[src/rtl/axis_seq_divider.sv]
// Radix-2 restoring divider behind the operand/result streams.
// Returns {quotient, remainder}; tuser flags divide-by-zero.
module axis_seq_divider #(
  parameter int WIDTH  = 32,
  parameter bit SIGNED = 1'b1
) (
  input  logic               clk,
  input  logic               rst_n,
  input  logic               s_axis_divisor_tvalid,
  output logic               s_axis_divisor_tready,
  input  logic [WIDTH-1:0]   s_axis_divisor_tdata,
  input  logic               s_axis_dividend_tvalid,
  output logic               s_axis_dividend_tready,
  input  logic [WIDTH-1:0]   s_axis_dividend_tdata,
  output logic               m_axis_dout_tvalid,
  input  logic               m_axis_dout_tready,
  output logic [2*WIDTH-1:0] m_axis_dout_tdata,
  output logic               m_axis_dout_tuser
);

  localparam int CW = $clog2(WIDTH + 1);

  typedef enum logic [1:0] {IDLE, CALC, FIX, OUT} state_t;

  state_t             state_q, state_d;
  logic [WIDTH-1:0]   rem_q, rem_d;
  logic [WIDTH-1:0]   quo_q, quo_d;
  logic [WIDTH-1:0]   dvs_q, dvs_d;
  logic [WIDTH-1:0]   dvd_q, dvd_d;
  logic [CW-1:0]      cnt_q, cnt_d;
  logic               negq_q, negq_d;
  logic               negr_q, negr_d;
  logic               zero_q, zero_d;
  logic [2*WIDTH-1:0] tdata_q, tdata_d;
  logic               tuser_q, tuser_d;

  logic               hs;
  logic               sa, sb;
  logic [WIDTH-1:0]   abs_a, abs_b;
  logic [WIDTH:0]     shl;
  logic [WIDTH-1:0]   q_fix, r_fix;

  assign hs = rst_n & (state_q == IDLE)
            & s_axis_divisor_tvalid
            & s_axis_dividend_tvalid;

  assign s_axis_divisor_tready  = hs;
  assign s_axis_dividend_tready = hs;

  assign sa = SIGNED & s_axis_dividend_tdata[WIDTH-1];
  assign sb = SIGNED & s_axis_divisor_tdata[WIDTH-1];

  // Negating -2^(W-1) wraps to itself, which is its correct unsigned magnitude
  assign abs_a = sa ? -s_axis_dividend_tdata : s_axis_dividend_tdata;
  assign abs_b = sb ? -s_axis_divisor_tdata : s_axis_divisor_tdata;

  assign shl   = {rem_q, quo_q[WIDTH-1]};
  assign q_fix = negq_q ? -quo_q : quo_q;
  assign r_fix = negr_q ? -rem_q : rem_q;

  always_comb begin
    state_d = state_q;
    rem_d   = rem_q;
    quo_d   = quo_q;
    dvs_d   = dvs_q;
    dvd_d   = dvd_q;
    cnt_d   = cnt_q;
    negq_d  = negq_q;
    negr_d  = negr_q;
    zero_d  = zero_q;
    tdata_d = tdata_q;
    tuser_d = tuser_q;
    unique case (state_q)
      IDLE: begin
        if (hs) begin
          dvd_d   = s_axis_dividend_tdata;
          dvs_d   = abs_b;
          quo_d   = abs_a;
          rem_d   = '0;
          negq_d  = sa ^ sb;
          negr_d  = sa;
          zero_d  = (s_axis_divisor_tdata == '0);
          cnt_d   = CW'(WIDTH);
          state_d = CALC;
        end
      end
      CALC: begin
        if (shl >= {1'b0, dvs_q}) begin
          rem_d = WIDTH'(shl - {1'b0, dvs_q});
          quo_d = {quo_q[WIDTH-2:0], 1'b1};
        end else begin
          rem_d = shl[WIDTH-1:0];
          quo_d = {quo_q[WIDTH-2:0], 1'b0};
        end
        cnt_d = cnt_q - CW'(1);
        if (cnt_q == CW'(1)) state_d = FIX;
      end
      FIX: begin
        if (zero_q) begin
          tdata_d = {{WIDTH{1'b1}}, dvd_q};
          tuser_d = 1'b1;
        end else begin
          tdata_d = {q_fix, r_fix};
          tuser_d = 1'b0;
        end
        state_d = OUT;
      end
      OUT: begin
        if (m_axis_dout_tready) state_d = IDLE;
      end
    endcase
  end

  always_ff @(posedge clk) begin
    if (!rst_n) begin
      state_q <= IDLE;
      rem_q   <= '0;
      quo_q   <= '0;
      dvs_q   <= '0;
      dvd_q   <= '0;
      cnt_q   <= '0;
      negq_q  <= 1'b0;
      negr_q  <= 1'b0;
      zero_q  <= 1'b0;
      tdata_q <= '0;
      tuser_q <= 1'b0;
    end else begin
      state_q <= state_d;
      rem_q   <= rem_d;
      quo_q   <= quo_d;
      dvs_q   <= dvs_d;
      dvd_q   <= dvd_d;
      cnt_q   <= cnt_d;
      negq_q  <= negq_d;
      negr_q  <= negr_d;
      zero_q  <= zero_d;
      tdata_q <= tdata_d;
      tuser_q <= tuser_d;
    end
  end

  assign m_axis_dout_tvalid = (state_q == OUT);
  assign m_axis_dout_tdata  = tdata_q;
  assign m_axis_dout_tuser  = tuser_q;

endmodule

[config.mk]
export PLATFORM = sky130hd
export DESIGN_NAME = axis_seq_divider
export DESIGN_NICKNAME = d
export VERILOG_FILES = /design/src/rtl/axis_seq_divider.sv
export SDC_FILE = /design/constraint.sdc
export NUM_CORES = 1
export LEC_CHECK = 0
export BUFFER_PORTS_ARGS = -buffer_cell sky130_fd_sc_hd__buf_4
export CORE_ASPECT_RATIO = 1.4
export CORE_MARGIN = 4
export CORE_UTILIZATION = 62
export DETAILED_ROUTE_END_ITERATION = 6
export PLACE_DENSITY = 0.84
export SYNTH_ARGS = -nofsm -noshare
export SYNTH_HDL_FRONTEND = slang
export SYNTH_SLANG_ARGS = --single-unit
[constraint.sdc]
create_clock -name clk -period 9.4 [get_ports clk]
set_clock_uncertainty 0.1 [all_clocks]
set_input_delay 1.41 -clock clk [delete_from_list [all_inputs] [get_ports clk]]
set_output_delay 1.41 -clock clk [all_outputs]
set_load 0.01 [all_outputs]
==> qor.csv <==
stage,metric,value,unit
detailed_routing,drt first pass iters,5,
logic_synthesis,post-synth top area share,0.3370,
floorplan,row count,60,
sta,fmax,257.2,MHz
sta,Pins Over Slew Limit,0,
cts,clk root buf,clkbuf_16,
cts,worst-skew pair later-pin latency,490,ps
setup_path,R2R Path End,rem_q[0]$_SDFFE_PN0P_,
logic_synthesis,register area share after synthesis,0.3370,
global_routing,GRT Resource Usage Total,0.2779,
setup_path,crit path from,s_axis_dividend_tdata[8],
pwr,Leak,5.853,nW
logic_synthesis,synthesized flop and latch total,203,
final_layout,share of layout cells above drive strength 1,0.1206,
sta,worst relative slew slack,0.1528,
detailed_routing,final WL,31.48,mm
final_layout,multi-input combinational cell area,0.007400,sq mm
run,max-cap violations,0,
detailed_routing,# DRC,0,
cts,"Reg clk slew, reported paths",60,ps
floorplan,Core ar.,0.01914,sq mm
logic_synthesis,Main synth FF type,dfxtp_1,
final_layout,FF+latch area,0.004065,sq mm
cts,maximum clock path buffer count,3,
setup_path,Worst EP arrival,4180,ps
floorplan,die height,173.0,um
cts,Post CTS Setup Buffer Count,0,
logic_synthesis,Post-Syn Instances,1564,
logic_synthesis,ys async rst share,0,
logic_synthesis,Synth Area in XOR/XNOR,0.1046,
floorplan,starting density of the core,0.6299,
setup_path,Required @ worst endpoint,9690,ps
global_routing,initial antenna violation count,0,
floorplan,die width,125.9,um
final_layout,Finished Cell Area,0.01384,sq mm
detailed_routing,post-DR vias/cell,5.956,
placed_design,GPL Wtd Cong,0.9342,
cts,Post-CTS Resized,0,
cts,H-tree depth,1,
pwr,VDD IR-drop max,0.0001757,V
placed_design,Buffers on Ports,136,
floorplan,Die ar.,0.02178,sq mm
logic_synthesis,Synth Net Count,1676,
placed_design,DP Area,0.01312,sq mm
setup_path,Critical Path Fanout Max,7,
logic_synthesis,complex-gate fraction of the synthesized area,0.2165,
sta,period utilization,0.4136,
logic_synthesis,post-synth cell types,65,
final_layout,Area Growth Syn to Fin,14.74,%
global_routing,largest net degree at the start of global routing,107,
detailed_routing,DR vias,11305,
logic_synthesis,Syn Area/Cell,7.710,sq um
logic_synthesis,"EDFF count, synth",0,
cts,# clock sinks,203,
sta,final setup violating endpoints,0,
floorplan,# IOs,137,
logic_synthesis,post-synthesis adder-cell area fraction,0.04524,
sta,Setup TNS Final,0,ps
run_status,status,"complete, no violations",
sta,min Tclk post-route,3888,ps
logic_synthesis,"top cells by count, synth","237 x nand2_1, 203 x dfxtp_1, 203 x o21ai_0",
logic_synthesis,post-synthesis mux area share,0.04503,
setup_path,Worst R2R Path Depth,11,
min_path,Hold Crit Class,reg2reg,
setup_path,flop2flop setup slack,5610,ps
logic_synthesis,post-synth top area cell,dfxtp_1,
final_layout,Diodes inserted,0,
logic_synthesis,Synth Cell Area,0.01206,sq mm
logic_synthesis,Synth Area in Simple Gates,0.2015,
detailed_routing,initial DRC count,816,
logic_synthesis,most common cell in the netlist,nand2_1,
global_routing,"Remaining Overflow, GRT",0,
cts,Hold Buf Count CTS,0,
global_routing,vias in the first global route,10769,
setup_path,Worst Setup End Kind,flip-flop,
pwr,power density over the cells,247.3,mW/mm^2
logic_synthesis,Syn. warnings,0,
global_routing,global-route wire length before repair,51.74,mm
placed_design,dpl hpwl,23.14,mm
sta,Worst-Margin Slew,1265,ps
logic_synthesis,largest cells by area after synthesis,"dfxtp_1 34%, o21ai_0 8.4%, xor2_1 8.1%",
detailed_routing,average wire per standard cell,16.59,um
cts,CTS buffer count,21,
sta,final hold vios,0,
detailed_routing,post-route ant nets,0,
final_layout,Fill cells,1593,
cts,CTS tree,yes,
setup_path,CP startpoint kind,input port,
final_layout,Nets,1748,
logic_synthesis,largest family of logic cells by synthesized area,compound AO/OA/AOI/OAI gates,
setup_path,crit path kind,in2reg,
setup_path,RR Startpoint,rem_q[0]$_SDFFE_PN0P_,
sta,unrepaired setup endpoints after global routing,no,
setup_path,CP endpoint,quo_q[20]$_SDFFE_PN0P_,
-- layout make-up --
cell class | count | share of cell area
repair buffers | 149 | 0.08084
clock buffers | 30 | 0.04404
flip-flops and latches | 203 | 0.2938
well taps | 248 | 0.02243
inverters | 59 | 0.01601
multi-input cells | 1202 | 0.5348
clock inverters | 7 | 0.008138
-- metal layers --
metal  vias up  track usage  wire (um)
met3        91      0.02905       1590
met1      5217       0.3162      12310
met5         -            0          0
met4         0       0.1203       1363
li1       5651            -          -
met2       346       0.5194      16220
-- report_power, final --
part	internal [mW]	switching [mW]	total (mW)
Sequential	0.985	0.123	1.11
Combinational	0.604	0.832	1.44
Clock	0.532	0.346	0.879
-- cell usage in the layout, fill, tap and decap left out, types with 4 or more instances in the layout --
cell	n
a211oi_1	10
a21o_1	17
a21oi_1	88
a221oi_1	4
a311oi_1	7
a31oi_1	4
a32oi_1	4
and3_1	7
buf_4	149
clkbuf_1	4
clkbuf_16	21
clkbuf_8	5
dfxtp_1	202
ha_1	41
inv_1	56
mux2i_1	52
nand2_1	237
nand2b_1	10
nand3_1	83
nand3b_1	8
nand4_1	9
nor2_1	91
nor2b_1	6
nor3_1	13
nor4_1	11
o211ai_1	22
o21a_1	7
o21ai_0	202
o31ai_1	32
o41ai_1	16
or3_1	22
or4_1	13
xnor2_1	32
xor2_1	112
-- cell families (layout without fill, tap and decap cells) --
logic type	count (synthesis)	after routing
and+or+nand+nor	527	527
AOI/OAI and AO/OA	434	434
DFF	203	203
buffers and inverters	159	245
xor gates and xnor gates	144	144
muxes	54	54
adders and majority gates	43	43
-- worst min path at each step --
stage | from | end | slack (ps) | cells after the start
global placement | dvd_q[4]$_SDFFE_PN0P_ | dvd_q[4]$_SDFFE_PN0P_ | 340 | 2
floorplan | dvd_q[2]$_SDFFE_PN0P_ | dvd_q[2]$_SDFFE_PN0P_ | 330 | 2
finish | dvd_q[20]$_SDFFE_PN0P_ | dvd_q[20]$_SDFFE_PN0P_ | 360 | 2
CTS | dvd_q[3]$_SDFFE_PN0P_ | dvd_q[3]$_SDFFE_PN0P_ | 360 | 2
global route | dvd_q[20]$_SDFFE_PN0P_ | dvd_q[20]$_SDFFE_PN0P_ | 370 | 2
detailed placement | dvd_q[18]$_SDFFE_PN0P_ | dvd_q[18]$_SDFFE_PN0P_ | 350 | 2
-- flip-flops by register name, summed over array words and instances, names as in the netlist --
name and flops:
m_axis_dout_tuser 1, negq_q 1, state_q 2, dvs_q 32, dvd_q 32, m_axis_dout_tdata 64, rem_q 32, zero_q 1
cnt_q 6, quo_q 32
-- stage by stage --
step	power [mW]	setup WS, ps	utilization	hold WS, ps	cells
global placement	2.507	5129	0.6851	343.5	1861
global route	3.630	5290	0.7228	371.8	1898
CTS	3.422	5532	0.7228	360.1	1898
detailed placement	2.542	5027	0.6851	348.0	1861
finish	3.422	5512	0.7228	356.9	1898
floorplan	2.173	5351	-	334.1	1564
-- worst max-delay path, cell delays in order --
cell	delay, ps
buf_4	130
or4_4	550
or4_4	450
o31ai_1	370
a21boi_1	590
nand2_1	130
xor2_1	150
nand2_1	70
a311oi_1	320
Power figures use the tool's default switching activity.
